--- src/rtl/mmm_res_reduce.sv ---
// mmm_res_reduce: reduces an unreduced Montgomery result into [0, p) by bounded repeated subtraction.
// Defining MMM_RED_ERR_EN adds the o_err port, which flags reductions that hit MAXIT or have p == 0.
module mmm_res_reduce #(
  parameter int IDW   = 256,
  parameter int ODW   = IDW + 3,
  parameter int MAXIT = 8
) (
  input  logic           clk,
  input  logic           rstn,
  input  logic           i_valid,
  output logic           o_ready,
  input  logic [ODW-1:0] i_res,
  input  logic [IDW-1:0] i_p,
  output logic           o_valid,
  input  logic           i_ready,
  output logic [IDW-1:0] o_res
`ifdef MMM_RED_ERR_EN
  ,
  output logic           o_err
`endif
);
  localparam int CW = $clog2(MAXIT + 1);
  typedef enum logic [1:0] {IDLE, SUB, DONE} state_t;
  state_t         state;
  logic [ODW-1:0] acc, preg;
  logic [CW-1:0]  cnt;
  logic           arm;
  logic           ge;
  assign ge      = acc >= preg;
  assign o_ready = state == IDLE;
  assign o_valid = state == DONE;
`ifdef MMM_RED_ERR_EN
  always_ff @(posedge clk or negedge rstn)
    if (!rstn) o_err <= 1'b0;
    else if (state == SUB && arm && (!ge || preg == '0 || cnt == CW'(MAXIT))) o_err <= ge;
    else if (state == DONE && i_ready) o_err <= 1'b0;
`endif
  // The first SUB cycle only arms the loop, giving a fixed two-cycle minimum latency.
  always_ff @(posedge clk or negedge rstn)
    if (!rstn) begin
      state <= IDLE;
      acc   <= '0;
      preg  <= '0;
      cnt   <= '0;
      arm   <= 1'b0;
      o_res <= '0;
    end else begin
      case (state)
        IDLE: if (i_valid) begin
          acc   <= i_res;
          preg  <= ODW'(i_p);
          cnt   <= '0;
          arm   <= 1'b0;
          state <= SUB;
        end
        SUB: if (!arm) arm <= 1'b1;
        else if (!ge || preg == '0 || cnt == CW'(MAXIT)) begin
          o_res <= acc[IDW-1:0];
          state <= DONE;
        end else begin
          acc <= acc - preg;
          cnt <= cnt + 1'b1;
        end
        DONE: if (i_ready) state <= IDLE;
        default: state <= IDLE;
      endcase
    end
endmodule
--- config.mk ---
export PLATFORM = sky130hd
export DESIGN_NAME = mmm_res_reduce
export DESIGN_NICKNAME = d
export VERILOG_FILES = /design/src/rtl/mmm_res_reduce.sv
export SDC_FILE = /design/constraint.sdc
export NUM_CORES = 2
export LEC_CHECK = 0
export BUFFER_PORTS_ARGS = -buffer_cell sky130_fd_sc_hd__buf_2
export CORE_UTILIZATION = 50
export CTS_BUF_LIST = sky130_fd_sc_hd__clkbuf_2 sky130_fd_sc_hd__clkbuf_4 sky130_fd_sc_hd__clkbuf_8
export DETAILED_ROUTE_END_ITERATION = 8
export PLACE_DENSITY = 0.77
export SLEW_MARGIN = 20
export SYNTH_ARGS = -nofsm -noshare
export SYNTH_HDL_FRONTEND = slang
export SYNTH_SLANG_ARGS = --single-unit
--- constraint.sdc ---
create_clock -name clk -period 4.9 [get_ports clk]
set_clock_uncertainty 0.15 [all_clocks]
set_input_delay 0.98 -clock clk [delete_from_list [all_inputs] [get_ports clk]]
set_output_delay 0.98 -clock clk [all_outputs]
set_load 0.1 [all_outputs]
* Yosys cells after proc, flatten, opt, wreduce, memory -nomap -nowiden
Index checks and enable logic that the tools add are counted.
Word-level totals: register bits after elaboration 778, input bits 519, output and inout bits 258, logic and storage cells 43
Operators by class: add/sub/neg operators 2, magnitude comparators 1, eq/ne operators 8, muxes and demuxes 15, reductions and logical operators 11
Operator list (count):
- 259-bit two-way mux | 3
- 259-bit case mux with 2 select lines | 1
- 259-bit by 256-bit greater-or-equal comparator with 1-bit output | 1
- 259-bit logical NOT | 1
- 259-bit by 256-bit subtractor with 259-bit output | 1
- 4-bit two-way mux | 3
- 2-bit two-way mux | 4
- 2-bit inequality test (second input constant) | 4
- 4-bit case mux with 2 select lines | 1
- 4-bit AND reduction | 2
- 2-bit case mux with 3 select lines | 1
- 4-bit by 1-bit adder with 4-bit output (second input constant) | 1
- 4-bit == test (second input constant) | 1
- 2-bit AND reduction | 2
- 3-bit AND reduction | 1
- 2-bit by 1-bit == test with 1-bit output (second input constant) | 1
- 2-bit == test (second input constant) | 1
- 2-bit logical NOT | 1
- 1-bit logical OR | 2
- 2-bit by 1-bit inequality test with 1-bit output (second input constant) | 1
- 1-bit case mux with 2 select lines | 1
- 2-bit nonzero test | 1
- 1-bit logical NOT | 1
- 1-bit two-way mux | 1

* Longest topological paths before layout
word-level depth 7, mapped depth 21, gate-level depth less buffers 19

* Worst setup path before layout
Ideal clock, no wire load.
path kind register to register, start point register preg[0], end point register acc[212], setup time 0.130 ns, data arrival time 3.903 ns, data required time 4.620 ns, slack 0.716 ns, cell stages (with the launch flop) 18, buffers on the path 0, clock period less this slack 4.184 ns, cells stage by stage dfrtp_1 > ha_1 > fa_1 > nor2b_1 > o211a_1 > o21ai_0 > a211oi_1 > nor2_1 > o221a_2 > o31ai_1 > and3_1 > o22ai_1 > or4_1 > o21ai_2 > a41oi_1 > o311ai_1 > xnor2_1 > o21ai_1
Between the ends: cells in the longest elaborated chain, start to end 6, elaborated cells on any way between the ends 11, classes of those cells add/sub: 1; order compare: 1; eq/ne: 1; mux: 3; reduce/logical: 5
RTL lines:
- start, declared | line 25 | logic [ODW-1:0] acc, preg;
- start signal, assigned | line 51 | preg <= ODW'(i_p);
- 259-bit by 256-bit greater-or-equal comparator with 1-bit output | line 29 | assign ge = acc >= preg;
- 1-bit logical NOT | line 57 | else if (!ge || preg == '0 || cnt == CW'(MAXIT)) begin
- 1-bit logical OR (2 in series) | line 57
- 2-bit inequality test (no source line)
- 4-bit AND reduction (no source line)
- end signal, assigned | line 50 | acc <= i_res;
- end signal, assigned | line 61 | acc <= acc - preg;
- end, declared | line 25
Several ways; a longest one is shown, not always the timed one. The select of a mux whose other input is x is not followed. A chain may end at the register's enable or synchronous reset.

* Worst setup path after layout
start point register preg[25], end point register o_res[217]
Between the ends: cells in the longest elaborated chain, start to end 5, elaborated cells on any way between the ends 6, classes of those cells order compare: 1; reduce/logical: 5
RTL lines:
- 259-bit by 256-bit greater-or-equal comparator with 1-bit output | line 29
- 1-bit logical NOT | line 57
- 1-bit logical OR * (2 in series) | line 57
- 3-bit AND reduction (no source line) *
- end signal, assigned | line 58 | o_res <= acc[IDW-1:0];
- end, declared | line 16 | output logic [IDW-1:0] o_res
Every way passes the cells marked *; elsewhere a longest branch is shown, timed or not.

==> flow_summary.json <==
{
  "synth_area_per_cell_um2": 8.18,
  "path_class": "register to register",
  "tightest_slew_ns": 1.04,
  "holdBufCountCts": 0,
  "clk_pin_slew_worst_paths_ns": 0.07,
  "setup.worst_path.end_class": "register",
  "hp-class": "input pin to asynchronous set/reset pin",
  "grt_first_pass_wirelength_um": 316000,
  "fin_util_pct": 62.4,
  "hold_violations": 0,
  "worstPathArrival_ns": 5.48,
  "drive_above_1_share_pct": 25.1,
  "row_count": 116,
  "numPortBuffers": 776,
  "start_util_pct": 50.8,
  "clock_latency_ns": 0.89,
  "slowest_stage": "o41a_1",
  "grt_max_degree": 125,
  "synthTopCellsByCount": "nand2_1, a21oi_1, dfrtp_1",
  "gp_congestion": 1.03,
  "synthArstFlopShare_pct": 100,
  "synth_area_leaders": "dfrtp_1, a21oi_1, o21ai_0",
  "netlist_area_um2": 51200,
  "fmax_ghz": 0.205,
  "critPathLaunchType": "register",
  "cp_slowest_stage_delay_ns": 0.45,
  "die_height_um": 322,
  "use_met2_pct": 63.5,
  "clk_path_buf_depth": 3,
  "grt-ovfl-total": 0,
  "critical_path.most_common_cell": "buf_4",
  "synth-edff-count": 0,
  "drt_wl_total_um": 215000,
  "path_buf_inv": 6,
  "fin_setup_tns_ns": 0,
  "cp.required_ns": 5.50,
  "maxSlewViolCount": 0,
  "cts_root_buf": "clkbuf_8",
  "die_area_um2": 104000,
  "synthCells": 6254,
  "wl_per_cell_um": 24.5,
  "reg2reg_depth": 19,
  "yosysMostFrequentCell": "nand2_1",
  "drc_errors": 0,
  "htreeDepth": 4,
  "period_share_pct": 99.5,
  "grt_pass1_vias": 51500,
  "ys_ff_latch": 778,
  "rsz0062_at_grt": "true",
  "vias": 53700,
  "path_depth": 19,
  "area_growth_pct": 22.9,
  "drtAntennaViolNets": 0,
  "yosysTopAreaCell": "dfrtp_1",
  "synth_ff_type": "dfrtp_1",
  "core_um2": 101000,
  "first_pass_iters": 6,
  "seq_area_frac_synth_pct": 38.1,
  "io_pins": 777,
  "cts_buffers": 134,
  "synth_top_area_share_pct": 38.1,
  "place_hpwl_um": 174000,
  "syn_nets": 7032,
  "period_minus_slack_ns": 4.88,
  "die_w_um": 322,
  "cts_tree": "yes",
  "synth.distinct_cells": 93,
  "slew_headroom_pct": 30.4,
  "grtUsageTotal_pct": 40.3,
  "grt_use_met3_pct": 7.72,
  "ys_warn_count": 0,
  "cp_max_fo": 13,
  "fin_nets": 8114,
  "gr-max-usage-layer": "met2",
  "dr.first_iter.drc_count": 5663,
  "maxCapViolCount": 0,
  "setup_viol": 0,
  "globalRouteMet1Util_pct": 54.1,
  "crit_chain": "inv_1, ha_1, nand2_1, nor4_1, buf_4, and2_1, a31o_4, buf_4, o21ai_2, o31a_1, o221a_4, nand4bb_1, o311a_4, o41a_1, and3_4, buf_12, clkbuf_16, buf_4, mux2_1",
  "cp_top_family": "compound AO/OA/AOI/OAI gates",
  "viasPerCell": 6.10,
  "outcome": "finished clean",
  "cts.sinks": 778,
  "antenna_found_initial": 13
}
-- cell usage in the layout (no fill, tap or decap), drive strengths merged, types with 7 or more instances in the layout --
master and n:
or2 17, o211ai 17, and4 17, nand4 185
a21boi 20, nor3 79, a21o 96, and2 11
nor4 97, nor2 564, o31ai 29, diode 8
inv 383, o31a 8, xor2 84, mux2 257
a31oi 63, clkinv 21, nand3 42, or3 10
or4 7, xnor2 160, dfrtp 778, and3 27
nand2 829, clkbuf 192, ha 258, a41oi 10
a211oi 16, o21bai 107, nand2b 20, buf 1299
nor2b 28, a21oi 794, o21ai 738, o41ai 10
o21a 50
-- state kept, by name, summed over array words and instances (netlist names) --
register,cells
acc,259
o_res,256
preg,256
cnt,4
state,2
arm,1
-- per-stage QoR --
step | worst slack (ns) | hold WS, ns | std cells | cell area, µm²
after floorplan | 0.716 | 0.301 | 6254 | 51200
after global placement | -0.214 | 0.313 | 8536 | 59300
after detailed placement | -0.296 | 0.322 | 8536 | 59300
after CTS | 0.000504 | 0.0450 | 8769 | 62300
after global routing | -0.0291 | 0.0908 | 8792 | 62900
final | 0.0223 | 0.0237 | 8795 | 62900
-- final cells by class --
class	instances	area [µm²]
fillers	8983	37800
multi-input cells	4745	29100
flip-flops and latches	778	19500
repair buffers	1302	8350
clock buffers	189	2370
well taps	1357	1700
inverters	375	1410
clock inverters	41	469
diodes	8	20.0
-- metal layers --
layer / part of all wire, % / routed length, µm / vias up
met1: 41 / 89300 / 26200
li1: - / - / 24200
met5: 0.024 / 51 / -
met2: 45 / 97300 / 2800
met4: 4.5 / 9790 / 8
met3: 8.8 / 19000 / 482
-- cell families after synthesis --
group,after synthesis,synth area share (%)
buf+inv,731,5.93
simple gates,1949,17.0
flops,778,38.1
xor+xnor,244,4.18
fa+ha+maj,259,6.35
compound gates,2033,22.8
mux,260,5.78
-- worst paths after layout --
path | startpoint | slack (ns) | endpoint
worst max-delay path | preg[25]$_DFFE_PN0P_ | 0.02 | o_res[217]$_DFFE_PN0P_
worst min register to register | o_res[97]$_DFFE_PN0P_ | 0.33 | o_res[97]$_DFFE_PN0P_
max in group asynchronous | rstn | 3.27 | preg[113]$_DFFE_PN0P_
min in group clk | i_p[249] | 0.16 | preg[249]$_DFFE_PN0P_
worst max register to register | preg[25]$_DFFE_PN0P_ | 0.02 | o_res[217]$_DFFE_PN0P_
worst min-delay path | rstn | 0.02 | o_res[30]$_DFFE_PN0P_
-- worst register-to-register path, delay by kind of cell, from the launching register on --
family / cells / cell delay [ns]
AND/OR/NAND/NOR: 5 / 1.04
flip-flops: 1 / 0.39
multiplexers: 1 / 0.32
AO/OA/AOI/OAI: 6 / 1.54
adder cells (fa/ha/maj): 1 / 0.37
buffers and inverters: 6 / 0.92
-- what timing repair did --
| item | CTS | global route |
|---|---|---|
| gates cloned | 0 | 3 |
| endpoints found under the setup margin | 116 | 315 |
| pin swaps | 8 | 25 |
| gates resized for setup | 18 | 73 |
| buffers inserted | 3 | 15 |
Power is not shown: default switching activity piles up to over one toggle a cycle in this logic, so the estimate is an artifact.
